--- config.mk ---
export PLATFORM = sky130hd
export DESIGN_NAME = noise_lfsr_bank
export DESIGN_NICKNAME = d
export VERILOG_FILES = /design/src/rtl/noise_lfsr_bank.sv
export SDC_FILE = /design/constraint.sdc
export NUM_CORES = 1
export LEC_CHECK = 0
export ABC_AREA = 1
export BUFFER_PORTS_ARGS = -buffer_cell sky130_fd_sc_hd__buf_4
export CORE_MARGIN = 3
export CORE_UTILIZATION = 35
export DETAILED_ROUTE_END_ITERATION = 8
export PLACE_DENSITY = 0.6
export SLEW_MARGIN = 15
export SYNTH_ARGS = -nofsm -noshare
export SYNTH_HDL_FRONTEND = slang
export SYNTH_SLANG_ARGS = --single-unit
--- constraint.sdc ---
create_clock -name clk -period 18.77 [get_ports clk]
set_clock_uncertainty 0.2 [all_clocks]
set_input_delay 1.877 -clock clk [delete_from_list [all_inputs] [get_ports clk]]
set_output_delay 1.877 -clock clk [all_outputs]
set_load 0.01 [all_outputs]
--- src/rtl/noise_lfsr_bank.sv ---
// -----------------------------------------------------------------------------
// noise_lfsr_bank
//
// Multi-channel pseudo-random noise source. Every channel owns a 32-bit LFSR,
// a rate divider, a period mode and an enable. The low WIDTH bits of each
// LFSR are presented on `out`. A registered sum of the low bytes of all
// enabled channels is presented on `mix`.
//
// Parameters
//   WIDTH    : per-channel output word width (8..32)
//   CHANNELS : number of channels (1..8)
//   DIV_W    : width of the per-channel rate divider
//   CW       : width of the channel address, max(1, clog2(CHANNELS))
//   MW       : width of the mix sum, 8 + CW
//
// Ports
//   clk      : system clock, rising edge
//   rst      : asynchronous active-high reset
//   en       : global run enable; low freezes every divider and LFSR
//   cfg_we   : one-cycle configuration write strobe
//   cfg_ch   : channel addressed by the write (out-of-range writes ignored)
//   cfg_en   : channel enable loaded by the write
//   cfg_mode : 0 = long 32-bit Galois LFSR, 1 = short 7-bit Fibonacci LFSR
//   cfg_div  : channel steps once every cfg_div+1 active cycles
//   cfg_seed : LFSR seed, sanitised so that the LFSR can never lock up
//   out      : channel c at [c*WIDTH +: WIDTH] = state_c[WIDTH-1:0]
//   step     : per-channel pulse, high in the cycle after that LFSR advanced
//   mix      : registered sum of out_c[7:0] over enabled channels
//
// Interface protocol: there is no valid/ready handshake in this block. The
// configuration port is a fire-and-forget strobe: whenever cfg_we is high at
// a rising edge the addressed channel is rewritten on that edge, and the
// write always wins over a step that would have happened on the same edge.
// -----------------------------------------------------------------------------
module noise_lfsr_bank #(
  parameter int WIDTH    = 32,
  parameter int CHANNELS = 4,
  parameter int DIV_W    = 16,
  localparam int CW      = (CHANNELS > 1) ? $clog2(CHANNELS) : 1,
  localparam int MW      = 8 + CW
) (
  input  logic                      clk,
  input  logic                      rst,
  input  logic                      en,
  input  logic                      cfg_we,
  input  logic [CW-1:0]             cfg_ch,
  input  logic                      cfg_en,
  input  logic                      cfg_mode,
  input  logic [DIV_W-1:0]          cfg_div,
  input  logic [31:0]               cfg_seed,
  output logic [CHANNELS*WIDTH-1:0] out,
  output logic [CHANNELS-1:0]       step,
  output logic [MW-1:0]             mix
);

  // Galois taps for the long mode (x^32 + x^22 + x^2 + x + 1, right shift).
  localparam logic [31:0] LONG_TAPS = 32'h8020_0003;

  // ---------------------------------------------------------------------------
  // LFSR next-state. The short mode keeps bits [31:7] at zero so that the
  // output word of a short channel only ever shows the 7-bit sequence.
  // ---------------------------------------------------------------------------
  function automatic logic [31:0] lfsr_next(input logic [31:0] s,
                                            input logic        short_mode);
    logic [31:0] n;
    logic        fb;
    if (short_mode) begin
      fb = s[6] ^ s[5];
      n  = {25'b0, s[5:0], fb};
    end else if (s[0]) begin
      n = (s >> 1) ^ LONG_TAPS;
    end else begin
      n = s >> 1;
    end
    return n;
  endfunction

  // ---------------------------------------------------------------------------
  // Seed sanitising. An all-zero state is the lock-up state of both LFSRs, so
  // a zero seed (only the low 7 bits count in short mode) is replaced by 1.
  // ---------------------------------------------------------------------------
  function automatic logic [31:0] seed_load(input logic [31:0] seed,
                                            input logic        short_mode);
    logic [31:0] v;
    if (short_mode) begin
      v = {25'b0, seed[6:0]};
      if (seed[6:0] == 7'd0) begin
        v = 32'h0000_0001;
      end
    end else begin
      v = seed;
      if (seed == 32'd0) begin
        v = 32'h0000_0001;
      end
    end
    return v;
  endfunction

  // The sanitised seed is the same for whichever channel is addressed, so it
  // is computed once and shared.
  logic [31:0] seed_val;
  assign seed_val = seed_load(cfg_seed, cfg_mode);

  // Per-channel views used by the mix adder.
  logic [7:0]          low_byte [CHANNELS];
  logic [CHANNELS-1:0] ch_en_vec;

  // ---------------------------------------------------------------------------
  // Channels
  // ---------------------------------------------------------------------------
  for (genvar c = 0; c < CHANNELS; c++) begin : g_ch
    logic [31:0]      state_q;
    logic [DIV_W-1:0] cnt_q;
    logic [DIV_W-1:0] div_q;
    logic             mode_q;
    logic             ch_en_q;
    logic             step_q;

    logic wr_hit;   // this channel is addressed by a write on this edge
    logic active;   // divider runs this cycle
    logic due;      // divider has reached its terminal count

    // cfg_ch values >= CHANNELS never match any channel, so such writes are
    // dropped without extra logic.
    assign wr_hit = cfg_we && (cfg_ch == CW'(c));
    assign active = en && ch_en_q;
    // cnt counts 0..div inclusive; with div all-ones this spans 2^DIV_W
    // cycles and cnt never wraps because it is cleared on the match.
    assign due    = (cnt_q == div_q);

    always_ff @(posedge clk or posedge rst) begin
      if (rst) begin
        state_q <= 32'(c + 1);
        cnt_q   <= '0;
        div_q   <= '0;
        mode_q  <= 1'b0;
        ch_en_q <= 1'b0;
        step_q  <= 1'b0;
      end else if (wr_hit) begin
        // A write replaces whatever step would have happened on this edge.
        ch_en_q <= cfg_en;
        mode_q  <= cfg_mode;
        div_q   <= cfg_div;
        cnt_q   <= '0;
        state_q <= seed_val;
        step_q  <= 1'b0;
      end else if (active) begin
        if (due) begin
          state_q <= lfsr_next(state_q, mode_q);
          cnt_q   <= '0;
          step_q  <= 1'b1;
        end else begin
          cnt_q   <= cnt_q + DIV_W'(1);
          step_q  <= 1'b0;
        end
      end else begin
        // Inactive: state and count hold, no pulse.
        step_q <= 1'b0;
      end
    end

    // out is a direct view of the state register, so it changes on the same
    // edge that raises step.
    assign out[c*WIDTH +: WIDTH] = state_q[WIDTH-1:0];
    assign step[c]               = step_q;
    assign low_byte[c]           = state_q[7:0];
    assign ch_en_vec[c]          = ch_en_q;
  end : g_ch

  // ---------------------------------------------------------------------------
  // Mix: sum of the current low bytes of enabled channels, registered once,
  // so mix lags out by exactly one cycle. MW bits hold 255*CHANNELS exactly.
  // ---------------------------------------------------------------------------
  logic [MW-1:0] mix_sum;

  always_comb begin
    mix_sum = '0;
    for (int i = 0; i < CHANNELS; i++) begin
      if (ch_en_vec[i]) begin
        mix_sum = mix_sum + MW'(low_byte[i]);
      end
    end
  end

  always_ff @(posedge clk or posedge rst) begin
    if (rst) begin
      mix <= '0;
    end else begin
      mix <= mix_sum;
    end
  end

endmodule : noise_lfsr_bank

**Word level (Yosys, flattened, before mapping)**

Cells that the tools add are included.

- Output and inout port bits: 142
- Flip-flop bits (word level): 278
- Input bits: 56
- Logic and storage cells: 121

- Reduce and logical (&&, ||, !) cells: 23
- Eq/ne operators: 7
- Bitwise gates (word level): 8
- Add/sub/neg operators: 7
- Mux-type cells: 51

Operators with widths:

| operator | number |
|---|---|
| $mux 32 | 22 |
| $mux 16 | 12 |
| $add 16x1->16 const B | 4 |
| $eq 16x16->1 | 4 |
| $logic_not 32->1 | 1 |
| $add 10x8->10 | 3 |
| $mux 10 | 3 |
| $not 3->4 | 4 |
| $reduce_bool 2->1 | 8 |
| $mux 1 | 12 |
| $logic_and 1x1->1 | 8 |
| $mux 8 | 1 |
| $reduce_and 2->1 | 4 |
| $logic_not 7->1 | 1 |
| $mux 7 | 1 |
| $eq 2x2->1 const B | 2 |
| $xor 1x1->1 | 4 |
| $eq 2x1->1 const B | 1 |
| $logic_not 2->1 | 1 |

**Depth between registers and ports, before layout**

- Depth in word-level cells: 7
- Depth in mapped cells: 32
- Depth with buffers taken out: 31

**Least setup slack after synthesis**

OpenSTA, ideal clock, no wires.

- Path type: reg-to-reg
- Start point: reg g_ch[0].state_q[0]
- End point: reg mix[9]
- Path buffers: 1
- Library setup time: 0.121 ns
- Slack: 14.422 ns
- Data required time: 18.449 ns
- Stages on the path, launching flop included: 28
- Arrival: 4.027 ns
- Period minus slack after synthesis: 4.348 ns
- Path through: dfstp_2 -> clkbuf_1 -> nand2_1 -> inv_1 -> ha_1 -> inv_1 -> fa_1 -> o21ai_0 -> inv_1 -> fa_1 -> nand3b_1 -> nand2_1 -> nand2_1 -> a21oi_1 -> nor2_1 -> nand2_1 -> nand3_1 -> and2_1 -> ha_1 -> nand2_1 -> inv_1 -> nand3_1 -> nand3_1 -> nand2_1 -> nand2_1 -> nand2_1 -> o21bai_1 -> nand2_1

- Longest elaborated chain between the ends: 7

Ends and longest elaborated chain:

| element | line | RTL |
|---|---|---|
| start, declared | 112 | `logic [31:0] state_q;` |
| start signal, assigned | 133 | `state_q <= 32'(c + 1);` |
| start signal, assigned | 145 | `state_q <= seed_val;` |
| start signal, assigned | 149 | `state_q <= lfsr_next(state_q, mode_q);` |
| $mux 8 (*) | 179 | `if (ch_en_vec[i]) begin` |
| $add 10x8->10 | 180 | `mix_sum = mix_sum + MW'(low_byte[i]);` |
| $mux 10 (*) | 179 |  |
| $add 10x8->10 | 180 |  |
| $mux 10 (*) | 179 |  |
| $add 10x8->10 | 180 |  |
| $mux 10 (*) | 179 |  |
| net mix_sum[9] | 174 | `logic [MW-1:0] mix_sum;` |
| end signal, assigned | 189 | `mix <= mix_sum;` |
| end, declared | 53 | `output logic [MW-1:0] mix` |

Mark *: on every way through the listed nets, which the timed path passes. The rest lies on a longest branch.
A chain may end at the register's enable or synchronous reset.

**Worst setup path in the final report**

Same ends and word-level chain as after synthesis.

==> flow_summary_export.csv <==
group,metric,value,unit
run_status,status,"finished clean",
clocking,cts_buffers,34,
synthesis,synth.area.top_cells,"dfrtp_1 (44%), nand2_1 (12%), nand3_1 (9.0%), nand4_1 (5.2%), inv_1 (4.4%)",
pwr,ir_drop,43.7,uV
setup_path,crit_required,18960,ps
floorplanning,die_w,216,um
synthesis,synth-edff-count,0,
synthesis,ys_seq_area_frac,0.449,
clocking,cts_sinks,278,
pwr,power.switching,0.633,mW
setup_path,cp_common_cell,"nand2_1",
sta,maxSlewHeadroom,0.302,
sta,fin_hold_ws,305,ps
min_path,hold_path.class,"reg2reg",
routing,drt-initial-drc-count,1412,
clocking,h-tree-depth,2,
synthesis,synthArstFlopShare,1.00,
clocking,cts_tree,"done",
setup_path,r2r_start,"g_ch[0].state_q[0]",
sta,rsz0062_at_grt,"no",
synthesis,syn-num-nets,2108,
layout,layout.nets,2248,
sta,finalWorstSetupSlack,14010,ps
pwr,leakagePower,9.20,nW
floorplanning,fp.coreArea,0.0435,mm^2
routing,wire_per_inst,18.2,um
global_route,grt_max_degree,80,
sta,setup_violations,0,
synthesis,synth_top_area_share,0.441,
layout,drive_above_1_share,0.140,
synthesis,ys_seq_elements,278,
placement,dpl.hpwl,36100,um
floorplanning,pin_count,198,
floorplanning,die_h,216,um
synthesis,yosysWarnings,0,
routing,drt-vias-per-instance,5.32,
routing,drc,0,
clocking,clk_latency,520,ps
synthesis,synth_top_cell_by_area,"dfrtp_1",
setup_path,slowest_delay,650,ps
setup_path,cp.arrival,4940,ps
pwr,powerDensity,103,mW/mm^2
placement,gp_congestion,0.911,
routing,finalWirelength,50400,um
clocking,clk_pin_slew_worst_paths,60,ps
floorplanning,dieArea,0.0469,mm^2
clocking,cts-root-buf,"clkbuf_16",
clocking,cts_max_path_buffers,3,
clocking,post_cts_buffers,0,
floorplanning,start_util,0.357,
synthesis,ys_types,41,
setup_path,critPathKind,"reg2reg",
setup_path,cp_max_fo,7,
pwr,switching_share,0.334,
sta,finalCritPeriodShare,0.253,
pwr,clock_power_share,0.344,
synthesis,syn-cell-area,0.0155,mm^2
sta,period_needed,4760,ps
synthesis,ys.flop_type,"dfrtp_1",
synthesis,syn_avg_cell_area,7.67,um^2
sta,fmax,210,MHz
sta,hold_viol,0,
global_route,grt-ovfl-total,0,
clocking,cts_resized,0,
setup_path,crit_path_start,"g_ch[0].state_q[0]",
clocking,holdBufCountCts,0,
sta,setup-tns-final,0,ps
layout,antenna_cells,0,
global_route,grt_pass1_vias,13400,
sta,drv_slew,0,
global_route,grtUsageTotal,0.208,
flow_run,drv_cap,0,
layout,utilization,0.425,
setup_path,critPathCaptureType,"flop",
placement,io_buffers,197,
pwr,p_int,1.26,mW
layout,area_delta_synth_final,19.2,%
pwr,pwr-share-seq,0.416,
pwr,p_total,1.90,mW
placement,placed_cell_area,0.0174,mm^2
pwr,p_comb_frac,0.240,
layout,instances_no_fill,2768,
floorplanning,fp-row-count,76,
synthesis,syn_inst,2022,
setup_path,crit_slowest_cell,"dfstp_2",
placement,place_inst,2711,
routing,drt-pass1-iter-count,5,
layout,stdcell_area,0.0185,mm^2
sta,tightest_slew,1050,ps
global_route,antenna_found_initial,3,
routing,postRouteAntennaNets,0,
global_route,grt_first_pass_wirelength,78000,um
placement,pre_cts_ws,13890,ps
setup_path,cp-start-kind,"flop",
min_path,worstHoldStart,"g_ch[1].div_q[8]",
routing,routed-via-count,14700,
-- power groups by stage --
stage | sequential [mW] | clock [mW] | combinational (mW)
after floorplan | 0.782 | 0 | 0.271
after global placement | 0.796 | 0 | 0.446
after detailed placement | 0.797 | 0 | 0.454
after CTS | 0.788 | 0.666 | 0.456
after global routing | 0.800 | 0.692 | 0.512
final | 0.789 | 0.653 | 0.456
-- sequential cells by signal, indices dropped and copies added, names as in the netlist --
register / count
g_ch.state_q: 128
g_ch.cnt_q: 64
g_ch.div_q: 64
mix: 10
g_ch.ch_en_q: 4
g_ch.mode_q: 4
g_ch.step_q: 4
-- layout make-up --
cell class | count | area (um^2)
Sequential cell | 278 | 6960
Clock inverter | 6 | 35.0
Fill cell | 4399 | 25000
Multi-Input combinational cell | 1447 | 7380
Clock buffer | 51 | 1070
Timing Repair Buffer | 212 | 1590
Inverter | 189 | 717
Tap cell | 585 | 732
-- logic make-up after synthesis --
logic type,count (synthesis),share of synthesized area
xor gates and xnor gates,84,0.0475
AOI/OAI and AO/OA,214,0.0717
and+or+nand+nor,1118,0.329
muxes,1,0.000646
adders and majority gates,30,0.0257
buffers and inverters,297,0.0763
DFF,278,0.449
-- cells in the final DEF, fill, tap and decap left out, types with 6 or more instances in the layout --
cell type,synthesis,routed
clkbuf_16,0,37
clkbuf_8,0,9
nand3_1,280,277
ha_1,27,27
inv_1,182,181
nor3_1,41,41
nor4_1,6,6
dfrtp_1,273,273
a21oi_1,53,53
xnor2_1,9,9
nand2_2,7,7
o21ai_0,135,135
inv_2,7,7
nand2_1,476,476
o22ai_1,7,7
nand4_1,129,129
nand3_2,11,14
nor2_1,143,142
buf_4,7,212
xor2_1,75,75
-- metal layers --
layer	up-vias	GRT usage	part of all wire
li1	7016	-	-
met1	7109	0.317	0.47
met2	525	0.311	0.44
met3	66	0.0379	0.075
met4	0	0.0392	0.017
met5	-	0	0
-- cell usage after synthesis, types with 2 or more instances --
cell and count:
xor2_1 75, xnor2_1 9, o21bai_1 3, a41oi_1 2, a31oi_1 4, inv_1 182
nor3b_1 5, o22ai_1 7, a21oi_1 53, nand3_2 11, or2_1 5, buf_4 7
nor2_2 4, buf_6 2, dfrtp_1 273, nor4_1 6, nand4_1 129, nand2_1 476
fa_1 3, clkbuf_1 68, nor3_1 41, o21ai_0 135, buf_2 21, or2_0 2
dfstp_2 5, inv_2 7, buf_1 10, nor2_1 143, nand3_1 280, a22oi_1 2
ha_1 27, and2_1 3, nand3b_1 3, o21ai_1 5, o21a_1 2, nand2_2 7
-- worst paths after layout --
check                                 endpoint  slack, ps  depth (start not counted)
max                                     mix[9]      14010                         26
min reg2reg                   g_ch[1].div_q[8]        300                          2
min                           g_ch[1].div_q[8]        300                          2
min in group asynchronous     g_ch[3].cnt_q[7]       1170                          2
max in group asynchronous  g_ch[0].state_q[13]      15790                          3
max reg2reg                             mix[9]      14010                         26
-- critical path: cells and delay by family, from the launching register on --
family          cells  cell delay (ps)
fa+ha+maj           4             1360
flops               1              650
compound gates      3              650
buf+inv             4              330
simple gates       15             1430
Power figures use the tool's default switching activity.
